File: src/rtl/ctrl_transfer_unit.sv
// ctrl_transfer_unit
//   Executes GOTO / IF_xx / CALL / RET for the processor control FSM.
//   Fetches the branch target byte from data memory (synchronous RAM,
//   1-cycle latency), evaluates the signed condition on temp1 and keeps an
//   internal return-address stack.
//
// Ports:
//   clk, reset       system clock, synchronous active-high reset
//   start, op        one-cycle request (sampled in IDLE) and opcode
//   ip_in, temp1     operand-byte address and signed condition operand
//   mem_rd, mem_addr data-memory read strobe / address
//   mem_q            data-memory read data
//   done, ip_out     one-cycle completion pulse with next ip
//   busy             high whenever not IDLE
//   empty, full      return-stack status
//   stack_err        sticky overflow/underflow flag
//
// Optional build macro: CTU_TRAP_EN -- stack over/underflow vectors to
// TRAP_ADDR instead of falling through to ip+1.
//
// state    | meaning
// ---------+-------------------------------------------------
// IDLE     | waiting for start; captures op/ip/temp1
// MEM_READ | mem_rd asserted at the latched ip
// MEM_WAIT | RAM data valid; register it as the target
// RESOLVE  | evaluate condition, push/pop, compute next ip
// JMP_NEXT | done pulse, ip_out valid
module ctrl_transfer_unit #(
    parameter int             AW        = 8,
    parameter int             DEPTH     = 8,
    parameter logic [AW-1:0]  TRAP_ADDR = 8'hFF
) (
    input  logic          clk,
    input  logic          reset,
    input  logic          start,
    input  logic [2:0]    op,
    input  logic [AW-1:0] ip_in,
    input  logic [7:0]    temp1,
    output logic          mem_rd,
    output logic [AW-1:0] mem_addr,
    input  logic [7:0]    mem_q,
    output logic          done,
    output logic [AW-1:0] ip_out,
    output logic          busy,
    output logic          empty,
    output logic          full,
    output logic          stack_err
);

    localparam int SPW = $clog2(DEPTH) + 1;

    localparam logic [2:0] OP_GOTO = 3'd0;
    localparam logic [2:0] OP_LT   = 3'd1;
    localparam logic [2:0] OP_GT   = 3'd2;
    localparam logic [2:0] OP_EQ   = 3'd3;
    localparam logic [2:0] OP_GE   = 3'd4;
    localparam logic [2:0] OP_LE   = 3'd5;
    localparam logic [2:0] OP_CALL = 3'd6;
    localparam logic [2:0] OP_RET  = 3'd7;

    typedef enum logic [2:0] {
        IDLE     = 3'd0,
        MEM_READ = 3'd1,
        MEM_WAIT = 3'd2,
        RESOLVE  = 3'd3,
        JMP_NEXT = 3'd4
    } state_e;

    state_e          state_q, state_d;
    logic [2:0]      op_q, op_d;
    logic [AW-1:0]   ip_q, ip_d;
    logic [7:0]      temp1_q, temp1_d;
    logic [AW-1:0]   target_q, target_d;
    logic [SPW-1:0]  sp_q, sp_d;
    logic            stack_err_q, stack_err_d;
    logic [AW-1:0]   ip_out_q, ip_out_d;
    logic [AW-1:0]   mem_addr_q, mem_addr_d;

    logic [AW-1:0]   stack_mem [DEPTH];
    logic            push_en;
    logic [SPW-2:0]  pop_idx;
    logic [AW-1:0]   ip_inc;
    logic [AW-1:0]   fault_ip;
    logic            t_neg, t_zero, taken;

    assign ip_inc  = ip_q + AW'(1);
    assign pop_idx = sp_q[SPW-2:0] - 1'b1;
    assign t_neg   = temp1_q[7];
    assign t_zero  = (temp1_q == 8'd0);

`ifdef CTU_TRAP_EN
    assign fault_ip = TRAP_ADDR;
`else
    assign fault_ip = ip_inc;
`endif

    assign empty     = (sp_q == '0);
    assign full      = (sp_q == SPW'(DEPTH));
    assign busy      = (state_q != IDLE);
    assign done      = (state_q == JMP_NEXT);
    assign mem_rd    = (state_q == MEM_READ);
    assign mem_addr  = mem_addr_q;
    assign ip_out    = ip_out_q;
    assign stack_err = stack_err_q;

    always_comb begin
        unique case (op_q)
            OP_GOTO: taken = 1'b1;
            OP_LT:   taken = t_neg;
            OP_GT:   taken = !t_neg && !t_zero;
            OP_EQ:   taken = t_zero;
            OP_GE:   taken = !t_neg;
            OP_LE:   taken = t_neg || t_zero;
            default: taken = 1'b0;
        endcase
    end

    always_comb begin
        state_d     = state_q;
        op_d        = op_q;
        ip_d        = ip_q;
        temp1_d     = temp1_q;
        target_d    = target_q;
        sp_d        = sp_q;
        stack_err_d = stack_err_q;
        ip_out_d    = ip_out_q;
        mem_addr_d  = mem_addr_q;
        push_en     = 1'b0;

        case (state_q)
            IDLE: begin
                if (start) begin
                    op_d    = op;
                    ip_d    = ip_in;
                    temp1_d = temp1;
                    if (op == OP_RET) begin
                        state_d = RESOLVE;
                    end else begin
                        state_d    = MEM_READ;
                        mem_addr_d = ip_in;
                    end
                end
            end
            MEM_READ: state_d = MEM_WAIT;
            MEM_WAIT: begin
                target_d = AW'(mem_q);
                state_d  = RESOLVE;
            end
            RESOLVE: begin
                state_d = JMP_NEXT;
                if (op_q == OP_CALL) begin
                    if (!full) begin
                        push_en  = 1'b1;
                        sp_d     = sp_q + SPW'(1);
                        ip_out_d = target_q;
                    end else begin
                        stack_err_d = 1'b1;
                        ip_out_d    = fault_ip;
                    end
                end else if (op_q == OP_RET) begin
                    if (!empty) begin
                        sp_d     = sp_q - SPW'(1);
                        ip_out_d = stack_mem[pop_idx];
                    end else begin
                        stack_err_d = 1'b1;
                        ip_out_d    = fault_ip;
                    end
                end else begin
                    ip_out_d = taken ? target_q : ip_inc;
                end
            end
            JMP_NEXT: state_d = IDLE;
            default:  state_d = IDLE;
        endcase
    end

    always_ff @(posedge clk) begin
        if (reset) begin
            state_q     <= IDLE;
            op_q        <= 3'd0;
            ip_q        <= '0;
            temp1_q     <= 8'd0;
            target_q    <= '0;
            sp_q        <= '0;
            stack_err_q <= 1'b0;
            ip_out_q    <= '0;
            mem_addr_q  <= '0;
        end else begin
            state_q     <= state_d;
            op_q        <= op_d;
            ip_q        <= ip_d;
            temp1_q     <= temp1_d;
            target_q    <= target_d;
            sp_q        <= sp_d;
            stack_err_q <= stack_err_d;
            ip_out_q    <= ip_out_d;
            mem_addr_q  <= mem_addr_d;
        end
    end

    // Stack storage is not reset; a reset during RESOLVE must not push.
    always_ff @(posedge clk) begin
        if (push_en && !reset) begin
            stack_mem[sp_q[SPW-2:0]] <= ip_inc;
        end
    end

endmodule

File: config.mk
export PLATFORM = sky130hd
export DESIGN_NAME = ctrl_transfer_unit
export DESIGN_NICKNAME = d
export VERILOG_FILES = /design/src/rtl/ctrl_transfer_unit.sv
export SDC_FILE = /design/constraint.sdc
export NUM_CORES = 1
export LEC_CHECK = 0
export CAP_MARGIN = 25
export CORE_MARGIN = 4
export CORE_UTILIZATION = 30
export CTS_CLUSTER_SIZE = 24
export DETAILED_ROUTE_END_ITERATION = 10
export PLACE_DENSITY = 0.6
export REMOVE_ABC_BUFFERS = 1
export SETUP_SLACK_MARGIN = 0.5
export SYNTH_ARGS = -nofsm -noshare
export SYNTH_HDL_FRONTEND = slang
export SYNTH_SLANG_ARGS = --single-unit
File: constraint.sdc
create_clock -name clk -period 3.26 [get_ports clk]
set_clock_uncertainty 0.1 [all_clocks]
set_input_delay 0.652 -clock clk [delete_from_list [all_inputs] [get_ports clk]]
set_output_delay 0.652 -clock clk [all_outputs]
set_load 0.01 [all_outputs]
# After elaboration in Yosys (flattened, before gate mapping)
# Memory sizes are Yosys's and may differ from the RTL's.
# Cells that the tools add are included.
[totals] regBits=51 ramBits=64 memories=1
[op_classes] n_addsub=4 n_eq_ne=17 n_mux=22 bitwise_logic=1 reduce_logical=17
[memory_table] memory="stack_mem" words=8 width=8 read_ports=1 rd_clocked_by_memory_dff=0 write_ports=1 line_no="79" source="logic [AW-1:0] stack_mem [DEPTH];"
[op_table] op="$mux 8" count=5
[op_table] op="$eq 3x3->1 const B" count=6
[op_table] op="$mux 4" count=4
[op_table] op="$eq 3x2->1 const B" count=4
[op_table] op="$pmux 3 s4" count=1
[op_table] op="$mux 1" count=9
[op_table] op="$add 8x1->8 const B" count=1
[op_table] op="$logic_not 8->1" count=1
[op_table] op="$reduce_and 4->1" count=2
[op_table] op="$eq 3x1->1 const B" count=2
[op_table] op="$logic_not 3->1" count=2
[op_table] op="$ne 2x2->1 const B" count=3
[op_table] op="$pmux 1 s6" count=1
[op_table] op="$add 4x1->4 const B" count=1
[op_table] op="$eq 4x4->1 const B" count=1
[op_table] op="$logic_not 4->1" count=1
[op_table] op="$reduce_bool 2->1" count=2
[op_table] op="$sub 4x1->4 const B" count=1
[op_table] op="$logic_not 1->1" count=3
[op_table] op="$mux 3" count=1
[op_table] op="$reduce_and 3->1" count=1
[op_table] op="$reduce_bool 3->1" count=1
[op_table] op="$sub 3x1->3 const B" count=1
[op_table] op="$logic_and 1x1->1" count=2
[op_table] op="5 further kinds" count=5

# Logic depth before layout (Yosys ltp)
[logic_depth] depth_word=7 mapped_depth=11 ltp_nobuf=9

# Worst setup path before layout
# No wires, ideal clock.
[synth_timing] path_kind="flip-flop to flip-flop" start="register sp_q[0]" end="memory stack_mem[1][0] (enable)" setup_time_ns=0.383 arrival_time_ns=2.346 required_time_ns=2.777 slack_ns=0.431 path_stages_with_launch=9 path_buffers=3 period_less_slack_ns=2.829 cell_sequence="dfxtp_1 -> buf_2 -> buf_4 -> inv_1 -> ha_1 -> nand3b_1 -> clkbuf_1 -> nand4_1 -> nor3_1"
[synth_via] elab_chain_len=7
[synth_lines] element="start, declared" line_no="74" source="logic [SPW-1:0] sp_q, sp_d;"
[synth_lines] element="start signal, assigned" line_no="194" source="sp_q <= sp_d;"
[synth_lines] element="$eq 4x4->1" line_no="98" source="assign full = (sp_q == SPW'(DEPTH));"
[synth_lines] element="$mux 1" line_no="152" source="if (!full) begin"
[synth_lines] element="$mux 1" line_no="151" source="if (op_q == OP_CALL) begin"
[synth_lines] element="$mux 1" line_no="130" source="case (state_q)"
[synth_lines] element="$logic_and 1x1->1" line_no="203" source="if (push_en && !reset) begin"
[synth_lines] element="$mux 1" line_no="203"
[synth_lines] element="$mux 1 (implied by the code)" line_no="204" source="stack_mem[sp_q[SPW-2:0]] <= ip_inc;"
[synth_lines] element="end, declared" line_no="79"
# Parallel ways exist; a longest one is shown, timed or not.

# Worst setup path after layout
[layout_timing] start="register sp_q[1]" end="output full"
[layout_via] elab_chain_len=1
[layout_lines] element="$eq 4x4->1" line_no="98"
[layout_lines] element="end, declared" line_no="46" source="output logic full,"
# Every way passes these cells.

==> impl_metrics.env <==
export IMPL_r2r_cells=10
export IMPL_hold_viol_final=0
export IMPL_dr_pass1_iters=4
export IMPL_ys_warn_count=0
export IMPL_synth_seq_cells=115
export IMPL_ys_top_cells_by_area="edfxtp_1 (38%), dfxtp_1 (20%), mux4_2 (5.8%), nand2_1 (4.6%), nor2_1 (3.4%)"
export IMPL_fp_dieW_um=138.0
export IMPL_end_kind="output port"
export IMPL_async_reset_ff_frac=0
export IMPL_root_buffer="clkbuf_16"
export IMPL_path_clk_slew_ps=50
export IMPL_clkLatencyLatePin_ps=410
export IMPL_cts_tree="built"
export IMPL_drc=0
export IMPL_viasPerCell=5.031
export IMPL_required_ps=2510
export IMPL_rrSetupSlack_ps=730
export IMPL_final_util=0.3896
export IMPL_setup_tns_ps=0
export IMPL_grt_total_usage=0.1429
export IMPL_min_path_cells=2
export IMPL_avgSynthCellArea_um2=11.60
export IMPL_status="finished clean"
export IMPL_synth_distinct_cells=58
export IMPL_regToRegEndpoint="sp_q[3]$_SDFFE_PP0P_"
export IMPL_initialDrtViolationCount=347
export IMPL_cts_setup_buffers=0
export IMPL_max_freq_ghz=0.3769
export IMPL_fin_crit_ps=2653
export IMPL_diodes=0
export IMPL_final_max_slew_viol_count=0
export IMPL_initial_core_util=0.3056
export IMPL_die_h_um=138.0
export IMPL_synth_top_cell_area_share=0.3792
export IMPL_hold_path_end="mem_addr[0]$_SDFFE_PP0P_"
export IMPL_cap_viol_max_count=0
export IMPL_arrival_ps=1900
export IMPL_dp_hpwl_um=8921
export IMPL_dieArea_mm2=0.01904
export IMPL_hp_class="flip-flop to flip-flop"
export IMPL_cts_num_sinks=115
export IMPL_synthCells=437
export IMPL_rows=47
export IMPL_vdd_drop_max_mv=0.3689
export IMPL_synth_top_area_cell="edfxtp_1"
export IMPL_wl_per_cell_um=17.52
export IMPL_critPathMaxFanout=8
export IMPL_drtAntennaViolNets=0
export IMPL_layout_commonest_cell="edfxtp_1"
export IMPL_h_tree_depth=4
export IMPL_antenna_found_initial=0
export IMPL_power_leakage_nw=2.210
export IMPL_num_io_pins=52
export IMPL_area_growth_pct=27.47
export IMPL_gp_congestion=0.8543
export IMPL_cp_start_kind="flip-flop"
export IMPL_grt_pass1_vias=3770
export IMPL_wirelength_um=12840
export IMPL_worst_slew_pin_slew_ps=955.9
export IMPL_io_buffers=51
export IMPL_power_density_mw_per_mm2=575.9
export IMPL_synth_edf_count=64
export IMPL_overflow=0
export IMPL_syn_cell_area_mm2=0.005069
export IMPL_criticalPathCategory="flip-flop to output port"
export IMPL_vias=3688
export IMPL_reg2reg_from="op_q[2]$_SDFFE_PP0P_"
export IMPL_rsz0062_at_grt="false"
export IMPL_synth_main_ff_cell="edfxtp_1"
export IMPL_setup_violations=0
export IMPL_grt_start_max_net_pins=53
export IMPL_clock_path_buffers=2
export IMPL_finalCritPeriodShare=0.8138
export IMPL_max_slew_margin=0.3599
export IMPL_final_nets=535
export IMPL_drive_above_1_share=0.1462
export IMPL_synth_yosys_seq_area_share=0.5806
export IMPL_postCtsHoldBufs=0
export IMPL_layout_common_cells="edfxtp_1 (64), nand2_1 (62), dfxtp_1 (50), clkdlybuf4s50_1 (49), nor2_1 (46)"
export IMPL_grt_pass1_wl_um=20360
export IMPL_hp_start="mem_addr[0]$_SDFFE_PP0P_"
export IMPL_cts_buffers=17
export IMPL_core_area_mm2=0.01658
stage by stage:
| stage | cell area [um2] | setup slack [ps] | power, mW | cells | hold WS [ps] |
|---|---|---|---|---|---|
| CTS | 6461 | 591.6 | 3.752 | 733 | 366.4 |
| detailed placement | 5864 | 663.0 | 1.943 | 701 | 353.2 |
| finish | 6461 | 607.1 | 3.721 | 733 | 367.5 |
| floorplan | 4951 | 178.4 | 1.800 | 413 | 335.5 |
| global placement | 5864 | 719.8 | 1.931 | 701 | 347.4 |
| global route | 6461 | 511.3 | 3.860 | 733 | 387.4 |
flip-flops by register name, indices dropped and copies added, names as in the netlist:
name       count
stack_mem     64
ip_out         8
ip_q           8
mem_addr       8
target_q       8
temp1_q        8
sp_q           4
op_q           3
state_q        3
stack_err      1
cell type report:
cell class	count	area (um2)
clock buffer	18	429.2
fill	1599	10120
tap	220	275.3
clock inverter	14	153.9
multi-input combinational	287	1984
sequential	115	2944
inverter	11	42.54
timing repair buffer	68	631.9
worst max-delay path, stage by stage (launching register included):
cell and delay (ps):
dfxtp_2 410, inv_1 100, ha_4 190, nand3b_1 130, clkinv_2 150, clkdlybuf4s50_1 510
report_power, final:
| group | internal, mW | switching [mW] | total [mW] |
|---|---|---|---|
| combinational | 0.134 | 0.163 | 0.297 |
| sequential | 1.58 | 0.0399 | 1.62 |
| clock | 1.13 | 0.678 | 1.81 |
| total | 2.84 | 0.880 | 3.72 |
kinds of logic (layout without fill, tap and decap cells):
group           count (synthesis)  after routing  synth area share
compound gates                 77             77           0.09454
flops                         115            115            0.5806
simple gates                  160            160            0.1491
xor+xnor                        9              9           0.01703
mux                            36             36            0.1136
buf+inv                        35            111           0.03135
fa+ha+maj                       5              5           0.01382
routing by layer:
metal	track usage	wire, um	vias up	part of all wire
li1	-	-	1754	-
met1	0.1891	5738	1773	0.45
met2	0.2256	6093	146	0.47
met3	0.03483	797	15	0.062
met4	0.05763	210	0	0.016
met5	0	0	-	0
cells in the mapped netlist, drive strengths merged, types with 10 or more instances:
library cell,instances
mux4,16
mux2i,17
a21oi,35
inv,10
buf,10
nand2,62
nor2,46
o21ai,11
nand3,15
dfxtp,51
clkbuf,14
edfxtp,64
how the worst max path moves through the flow:
stage                                     from                     end  slack (ps)  cells after the start
after floorplan           sp_q[0]$_SDFFE_PP0P_  ip_out[3]$_SDFFE_PP0P_         180                      7
after global placement    sp_q[1]$_SDFFE_PP0P_                   empty         720                      5
after detailed placement  sp_q[1]$_SDFFE_PP0P_  ip_out[3]$_SDFFE_PP0P_         660                      8
after CTS                 sp_q[1]$_SDFFE_PP0P_                    full         590                      5
after global routing      sp_q[1]$_SDFFE_PP0P_                    full         510                      5
final                     sp_q[1]$_SDFFE_PP0P_                    full         610                      5
repair_timing:
item                       CTS  global route
gates resized for setup      6             0
setup endpoints to repair    2             0
hold endpoints to repair     0             0
(Power assumes the default switching activity.)
